### config.mk
export PLATFORM = sky130hd
export DESIGN_NAME = mul_err_monitor
export DESIGN_NICKNAME = d
export VERILOG_FILES = /design/src/rtl/mul_err_monitor.sv
export SDC_FILE = /design/constraint.sdc
export NUM_CORES = 1
export LEC_CHECK = 0
export ABC_AREA = 1
export CAP_MARGIN = 20
export CORE_UTILIZATION = 25
export DETAILED_ROUTE_END_ITERATION = 8
export PLACE_DENSITY_LB_ADDON = 0.3
export SETUP_SLACK_MARGIN = 0.02
export SLEW_MARGIN = 5
export SYNTH_ARGS = -nofsm -noshare
export SYNTH_HDL_FRONTEND = slang
export SYNTH_SLANG_ARGS = --single-unit
### constraint.sdc
create_clock -name clk -period 7 [get_ports clk]
set_input_delay 1.05 -clock clk [delete_from_list [all_inputs] [get_ports clk]]
set_output_delay 1.05 -clock clk [all_outputs]
set_load 0.03 [all_outputs]
### src/rtl/mul_err_monitor.sv
// LFSR-driven stimulus and error-statistics engine for a combinational 16x16 multiplier under test.
// Optional worst-case tracking (max_err/max_a/max_b) is enabled by defining MUL_ERR_MON_MAXERR_EN.
module mul_err_monitor #(
   parameter int          WIDTH       = 16,
   parameter int          NUM_VECTORS = 1000,
   parameter logic [31:0] SEED        = 32'hACE1_2024
) (
   input  logic                 clk,
   input  logic                 rst,
   input  logic                 start,
   output logic [WIDTH-1:0]     op_a,
   output logic [WIDTH-1:0]     op_b,
   input  logic [2*WIDTH-1:0]   approx_c,
   output logic                 busy,
   output logic                 done,
   output logic [15:0]          mismatch_count,
   output logic [47:0]          err_sum
`ifdef MUL_ERR_MON_MAXERR_EN
   ,
   output logic [2*WIDTH-1:0]   max_err,
   output logic [WIDTH-1:0]     max_a,
   output logic [WIDTH-1:0]     max_b
`endif
);

   localparam int          PW       = 2 * WIDTH;
   localparam logic [31:0] SEED_EFF = (SEED == 32'h0) ? 32'h0000_0001 : SEED;
   localparam logic [15:0] N_LAST   = 16'(NUM_VECTORS);

   typedef enum logic [1:0] {S_IDLE, S_RUN, S_DRAIN, S_DONE} state_t;

   // Fibonacci LFSR, taps 32,22,2,1, shifting left with feedback into bit 0.
   function automatic logic [31:0] lfsr_step(input logic [31:0] s);
      return {s[30:0], s[31] ^ s[21] ^ s[1] ^ s[0]};
   endfunction

   state_t             state_q, state_d;
   logic [31:0]        lfsr_q, lfsr_d;
   logic [15:0]        vec_cnt_q, vec_cnt_d;
   logic               drain_q, drain_d;
   logic [WIDTH-1:0]   op_a_q, op_a_d;
   logic [WIDTH-1:0]   op_b_q, op_b_d;
   logic               clear_stats;

   logic [WIDTH-1:0]   s1_a_q, s1_a_d;
   logic [WIDTH-1:0]   s1_b_q, s1_b_d;
   logic [PW-1:0]      s1_c_q, s1_c_d;
   logic               s1_vld_q, s1_vld_d;

   logic [PW-1:0]      s2_exact_q, s2_exact_d;
   logic [PW-1:0]      s2_diff_q, s2_diff_d;
   logic               s2_mis_q, s2_mis_d;
   logic               s2_vld_q, s2_vld_d;
   logic [WIDTH-1:0]   s2_a_q, s2_a_d;
   logic [WIDTH-1:0]   s2_b_q, s2_b_d;

   logic [15:0]        mis_cnt_q, mis_cnt_d;
   logic [47:0]        err_sum_q, err_sum_d;
`ifdef MUL_ERR_MON_MAXERR_EN
   logic [PW-1:0]      max_err_q, max_err_d;
   logic [WIDTH-1:0]   max_a_q, max_a_d;
   logic [WIDTH-1:0]   max_b_q, max_b_d;
`endif

   // Sequencer: vector 1 comes straight from SEED in the accept cycle, later ones from the LFSR.
   always_comb begin
      state_d     = state_q;
      lfsr_d      = lfsr_q;
      vec_cnt_d   = vec_cnt_q;
      drain_d     = drain_q;
      op_a_d      = '0;
      op_b_d      = '0;
      clear_stats = 1'b0;
      case (state_q)
         S_IDLE: begin
            if (start) begin
               clear_stats = 1'b1;
               op_a_d      = SEED_EFF[16 +: WIDTH];
               op_b_d      = SEED_EFF[0 +: WIDTH];
               lfsr_d      = lfsr_step(SEED_EFF);
               vec_cnt_d   = 16'd1;
               state_d     = S_RUN;
            end
         end
         S_RUN: begin
            if (vec_cnt_q == N_LAST) begin
               drain_d = 1'b0;
               state_d = S_DRAIN;
            end else begin
               op_a_d    = lfsr_q[16 +: WIDTH];
               op_b_d    = lfsr_q[0 +: WIDTH];
               lfsr_d    = lfsr_step(lfsr_q);
               vec_cnt_d = vec_cnt_q + 16'd1;
            end
         end
         S_DRAIN: begin
            drain_d = 1'b1;
            if (drain_q) begin
               state_d = S_DONE;
            end
         end
         S_DONE: begin
            state_d = S_IDLE;
         end
         default: begin
            state_d = S_IDLE;
         end
      endcase
   end

   always_comb begin
      s1_vld_d = (state_q == S_RUN);
      s1_a_d   = op_a_q;
      s1_b_d   = op_b_q;
      s1_c_d   = approx_c;
   end

   always_comb begin
      s2_vld_d   = s1_vld_q;
      s2_a_d     = s1_a_q;
      s2_b_d     = s1_b_q;
      s2_exact_d = PW'(s1_a_q) * PW'(s1_b_q);
      s2_diff_d  = (s2_exact_d >= s1_c_q) ? (s2_exact_d - s1_c_q) : (s1_c_q - s2_exact_d);
      s2_mis_d   = (s2_exact_d != s1_c_q);
   end

   always_comb begin
      mis_cnt_d = mis_cnt_q;
      err_sum_d = err_sum_q;
`ifdef MUL_ERR_MON_MAXERR_EN
      max_err_d = max_err_q;
      max_a_d   = max_a_q;
      max_b_d   = max_b_q;
`endif
      if (clear_stats) begin
         mis_cnt_d = '0;
         err_sum_d = '0;
`ifdef MUL_ERR_MON_MAXERR_EN
         max_err_d = '0;
         max_a_d   = '0;
         max_b_d   = '0;
`endif
      end else if (s2_vld_q) begin
         if (s2_mis_q && (mis_cnt_q != 16'hFFFF)) begin
            mis_cnt_d = mis_cnt_q + 16'd1;
         end
         err_sum_d = err_sum_q + 48'(s2_diff_q);
`ifdef MUL_ERR_MON_MAXERR_EN
         // Strictly greater keeps the first vector that reached the worst error.
         if (s2_diff_q > max_err_q) begin
            max_err_d = s2_diff_q;
            max_a_d   = s2_a_q;
            max_b_d   = s2_b_q;
         end
`endif
      end
   end

   always_ff @(posedge clk) begin
      if (rst) begin
         state_q    <= S_IDLE;
         lfsr_q     <= '0;
         vec_cnt_q  <= '0;
         drain_q    <= 1'b0;
         op_a_q     <= '0;
         op_b_q     <= '0;
         s1_a_q     <= '0;
         s1_b_q     <= '0;
         s1_c_q     <= '0;
         s1_vld_q   <= 1'b0;
         s2_exact_q <= '0;
         s2_diff_q  <= '0;
         s2_mis_q   <= 1'b0;
         s2_vld_q   <= 1'b0;
         s2_a_q     <= '0;
         s2_b_q     <= '0;
         mis_cnt_q  <= '0;
         err_sum_q  <= '0;
`ifdef MUL_ERR_MON_MAXERR_EN
         max_err_q  <= '0;
         max_a_q    <= '0;
         max_b_q    <= '0;
`endif
      end else begin
         state_q    <= state_d;
         lfsr_q     <= lfsr_d;
         vec_cnt_q  <= vec_cnt_d;
         drain_q    <= drain_d;
         op_a_q     <= op_a_d;
         op_b_q     <= op_b_d;
         s1_a_q     <= s1_a_d;
         s1_b_q     <= s1_b_d;
         s1_c_q     <= s1_c_d;
         s1_vld_q   <= s1_vld_d;
         s2_exact_q <= s2_exact_d;
         s2_diff_q  <= s2_diff_d;
         s2_mis_q   <= s2_mis_d;
         s2_vld_q   <= s2_vld_d;
         s2_a_q     <= s2_a_d;
         s2_b_q     <= s2_b_d;
         mis_cnt_q  <= mis_cnt_d;
         err_sum_q  <= err_sum_d;
`ifdef MUL_ERR_MON_MAXERR_EN
         max_err_q  <= max_err_d;
         max_a_q    <= max_a_d;
         max_b_q    <= max_b_d;
`endif
      end
   end

   assign op_a           = op_a_q;
   assign op_b           = op_b_q;
   assign busy           = (state_q == S_RUN) || (state_q == S_DRAIN);
   assign done           = (state_q == S_DONE);
   assign mismatch_count = mis_cnt_q;
   assign err_sum        = err_sum_q;
`ifdef MUL_ERR_MON_MAXERR_EN
   assign max_err        = max_err_q;
   assign max_a          = max_a_q;
   assign max_b          = max_b_q;
`endif

endmodule
* After elaboration in Yosys (flattened, before gate mapping)
Index checks and enable logic that the tools add are counted.
Cells by class: reduce and logical (&&, ||, !) cells 10, bitwise logic cells 3, $add $sub $neg 5, mux-type cells 21, $lt $le $gt $ge 1, eq/ne operators 10, multipliers 1
Operators with widths (number):
- 2-to-1 mux 32 bit | 3
- one-hot mux 16 bit (2 select lines) | 3
- 2-to-1 mux 16 bit | 5
- one-hot mux 32 bit (2 select lines) | 1
- subtractor 32 bit | 2
- adder 48 x 32 -> 48 bit | 1
- adder 16 x 1 -> 16 bit, second input constant | 2
- >= comparator 32 bit | 1
- multiplier 16 x 16 -> 32 bit | 1
- inequality test 32 bit | 1
- == test 16 x 10 -> 1 bit, second input constant | 1
- inequality test 16 bit, second input constant | 1
- 2-to-1 mux 14 bit | 1
- one-hot mux 2 bit (4 select lines) | 1
- 2-to-1 mux 2 bit | 3
- inequality test 2 bit, second input constant | 3
- AND reduction 3 bit | 2
- == test 2 bit, second input constant | 2
- AND reduction 2 bit | 2
- nonzero test 2 bit | 2
- 2-to-1 mux 1 bit | 3
- XOR 1 bit | 3
- == test 2 x 1 -> 1 bit, second input constant | 1
- logical NOT 2 bit | 1
- other kinds (5) | 5
Storage, ports and cells: logic and storage cells 66, bits in registers 246, bits of input ports 35, output and inout bits 98

* Longest topological paths before layout
depth after elaboration 5, mapped depth 40, depth with buffers taken out 37

* Least setup slack after synthesis
OpenSTA, ideal clock, no wires.
kind reg2reg, from reg s1_b_q[10], to reg s2_diff_q[29], slack 0.084 ns, cell stages (with the launch flop) 35, data required time 6.868 ns, setup time 0.132 ns, period minus slack after synthesis 6.916 ns, path buffers 3, arrival 6.784 ns, cells stage by stage dfxtp_1 > clkbuf_1 > clkbuf_1 > nand2_1 > fa_1 > inv_1 > fa_1 > fa_1 > fa_1 > fa_1 > inv_1 > fa_1 > inv_1 > ha_1 > nand2_1 > nor2_1 > inv_1 > nor3_1 > nand2_1 > o211ai_1 > xnor2_1 > inv_1 > ha_1 > nand2_1 > nor2_4 > nand2_2 > nor2_4 > nand3_1 > nand2_1 > nor2_2 > nand2_4 > inv_4 > buf_4 > nand2_1 > a21oi_1
On the way: cells in the longest elaborated chain, start to end 3, elaborated cells between the ends (all ways) 5, those cells by class 2 x add/sub; 1 x mul; 1 x order compare; 1 x mux
RTL lines:
- start, declared | RTL line 46 | logic [WIDTH-1:0] s1_b_q, s1_b_d;
- start signal, assigned | RTL line 168 | s1_b_q <= '0;
- start signal, assigned | RTL line 192 | s1_b_q <= s1_b_d;
- multiplier 16 x 16 -> 32 bit (*) | RTL line 122 | s2_exact_d = PW'(s1_a_q) * PW'(s1_b_q);
- subtractor 32 bit or >= comparator 32 bit (tied branches) | RTL line 123 | s2_diff_d = (s2_exact_d >= s1_c_q) ? (s2_exact_d - s1_c_q) : (s1_c_q - s2_exact_d);
- 2-to-1 mux 32 bit (*) | RTL line 123
- end signal, assigned | RTL line 196 | s2_diff_q <= s2_diff_d;
- end, declared | RTL line 51 | logic [PW-1:0] s2_diff_q, s2_diff_d;
Mark *: on every way between the ends. The rest lies on a longest branch, timed or not. A chain may end at the register's enable or synchronous reset.

* Final worst setup path
from reg s1_b_q[6], to reg s2_diff_q[21]
Same word-level chain as after synthesis.

==> metrics.md <==
| Metric | Value |
|---|---|
| RSZ-0062 raised after global routing | true |
| CTS Root Cell | clkbuf_16 |
| Final #Nets | 4634 |
| Primary FF master, synth | dfxtp_1 |
| Maximum fanout along the worst path | 8 |
| # rows | 116 |
| Fraction of layout cells with a size suffix above 1 | 14.6% |
| Number of global-route vias before repair | 23100 |
| Worst rel slew slack | 36.9% |
| Placer's final routability congestion estimate | 0.919 |
| Ports | 133 |
| Final period utilization | 97.9% |
| H-tree lvl count | 1 |
| Max VDD drop | 0.272 mV |
| Pwr/cell area | 163 nW/um2 |
| Wire length per cell | 14.7 um |
| Synth top cells by count | 1168 x nand2_1, 861 x inv_1, 375 x nor2_1 |
| CP dominant cell by count | fa_1 |
| Total CTS buffers | 31 |
| DIE AREA | 102000 um2 |
| Via Count | 23800 |
| CP arrival | 7380 ps |
| CTS sink count | 246 |
| CP max stage delay | 500 ps |
| Syn_area_per_cell | 6.47 um2 |
| Crit path kind | reg2reg |
| Final setup vio count | 0 |
| Gr busiest metal | met2 |
| Post-synth EDFFs | 0 |
| Nature of the critical path startpoint | flip-flop |
| Initial antenna violation count | 4 |
| Syn nets | 4343 |
| Detailed Routing Iterations Pass 1 | 5 |
| Mapped Area | 25300 um2 |
| Fin area | 32000 um2 |
| Area Growth Syn to Fin | 26.6% |
| Final Hold Viols | 0 |
| Distinct cell type count after synthesis | 44 |
| Initial drt markers | 1343 |
| FFs w/ async S/R, synth | 0% |
| Fmax | 0.146 GHz |
| Starting Density | 25.2% |
| HP Class | reg2reg |
| Sequential share of the synthesized area | 19.5% |
| GRT met3 Usage | 2.19% |
| Most frequent cell after synthesis | nand2_1 |
| Area of the core | 100000 um2 |
| TritonCTS clock tree | built |
| Total grt overflow | 0 |
| GR Layer Usage met2 | 27.1% |
| GRT Resource Usage Total | 15.5% |
| Yosys warnings | 0 |
| # DRC | 0 |
| Mapped Cells | 3905 |
| CP max-delay cell | fa_1 |
| Clk slew on worst S/H paths | 60 ps |
| Hold Slack | 399 ps |
| Slew @ Worst Pin | 946 ps |
| Filler Cell Count | 11000 |
| Leading area contributor after synthesis | dfxtp_1 |
| Top cell type's share of synthesized area | 19.5% |
| #FFs+latches synth | 246 |
| Clock Latency Late Sink | 600 ps |
| Worst setup EP type | flip-flop |
| Area contributors post-synth | dfxtp_1 19%, nand2_1 17%, fa_1 16% |
| Antenna-violating nets left | 0 |
| Placed Area | 29500 um2 |
| WP data required | 7530 ps |
| Port Buffers | 132 |
| First-pass GRT wire length | 127000 um |
| Die X-Extent | 320 um |
| Die height | 320 um |
| Min Tclk post-route | 6860 ps |
| Max-Cap Viols | 0 |
| Worst-case clock skew | 23.5 ps |
| Outcome | complete, no violations |
| Met1 Resource Use GR | 20.2% |
| P_leak | 16.7 nW |
| Vias per cell | 4.32 |
| Fin. max-slew vios | 0 |
| Hpwl dp | 67500 um |
| Pin count of the biggest net entering global routing | 76 |
| Clock Path Buffers | 3 |
| WL final | 81400 um |
## power by group
group	total [mW]	switching, mW	internal, mW
registers	1.78	0.173	1.60
logic	1.74	1.09	0.643
clock network	1.71	0.699	1.01
total	5.22	1.97	3.25
## registers in the layout, summed over array words and instances, names as in the netlist, 16 cells and up
register,cells
vec_cnt_q,16
mismatch_count,16
op_a,16
s2_diff_q,32
s1_a_q,16
lfsr_q,32
s1_c_q,32
op_b,16
err_sum,48
s1_b_q,16
## what timing repair did
action | CTS | global route
endpoints found under the setup margin | 31 | 32
gates cloned | 0 | 2
hold buffers | 0 | 0
endpoints found under the hold margin | 0 | 0
setup buffers | 0 | 22
resized for setup | 57 | 288
pin swaps | 5 | 105
## path summary, 6_finish.rpt
path                        startpoint                        to  slack [ps]  depth (start not counted)
hold reg to reg    s1_vld_q$_SDFF_PP0_       s2_vld_q$_SDFF_PP0_         400                          2
hold / removal     s1_vld_q$_SDFF_PP0_       s2_vld_q$_SDFF_PP0_         400                          2
setup / recovery  s1_b_q[6]$_SDFF_PP0_  s2_diff_q[21]$_SDFF_PP0_         140                         36
setup reg to reg  s1_b_q[6]$_SDFF_PP0_  s2_diff_q[21]$_SDFF_PP0_         140                         36
## metal layers
layer	wire length, um	vias up
li1	-	12200
met3	3540	92
met1	37200	11100
met4	1700	2
met2	38900	425
met5	13	-
## critical path, delay by kind of cell, from the launching register on
kind / cells / cell delay [ps]
fa+ha+maj: 8 / 3550
simple gates: 14 / 1450
buf+inv: 10 / 890
flops: 1 / 380
compound gates: 3 / 370
xor+xnor: 1 / 140
## metrics by stage
| stage | setup slack, ps | util (%) | power [mW] | cells | setup TNS [ps] |
|---|---|---|---|---|---|
| after global routing | -132 | 32.0 | 5.55 | 5518 | -2970 |
| after floorplan | 83.8 | - | 2.82 | 3905 | 0 |
| after global placement | -243 | 29.4 | 3.45 | 5438 | -5260 |
| after CTS | 5.41 | 30.7 | 5.20 | 5495 | 0 |
| final | 144 | 32.0 | 5.22 | 5519 | 0 |
| after detailed placement | -328 | 29.4 | 3.45 | 5438 | -8980 |
## cell usage in the layout, fill, tap and decap left out, drive strengths merged, types with 3 or more instances in the layout
cell type,count
xnor2,25
a21oi,214
and3,3
xor2,78
o22ai,9
nor4,6
o211ai,4
fa,197
a21boi,3
nand4,24
nor2,383
inv,880
ha,206
dfxtp,246
nand2,1185
a21o,3
clkbuf,41
buf,265
nand3b,7
or2,3
bufinv,4
o21ai,83
clkinv,6
o21bai,14
clkdlybuf4s50,131
nand3,145
clkinvlp,5
nor3,37
and2,4
## layout make-up
| type | count | area, um2 | area share (%) |
|---|---|---|---|
| tap | 1298 | 1620 | 5.07 |
| multi-input combinational | 2642 | 17500 | 54.6 |
| clock inverter | 18 | 224 | 0.700 |
| inverter | 877 | 3300 | 10.3 |
| antenna | 1 | 2.50 | 0.00782 |
| clock buffer | 39 | 846 | 2.64 |
| sequential | 246 | 5000 | 15.6 |
| timing repair buffer | 398 | 3520 | 11.0 |
## cells by family after synthesis
kind of cell	Yosys count	share of synthesized area [%]
simple gates	1797	28.5
buf+inv	1017	15.5
fa+ha+maj	403	25.8
compound gates	339	7.10
flops	246	19.5
xor+xnor	103	3.57
(Power assumes the default switching activity.)
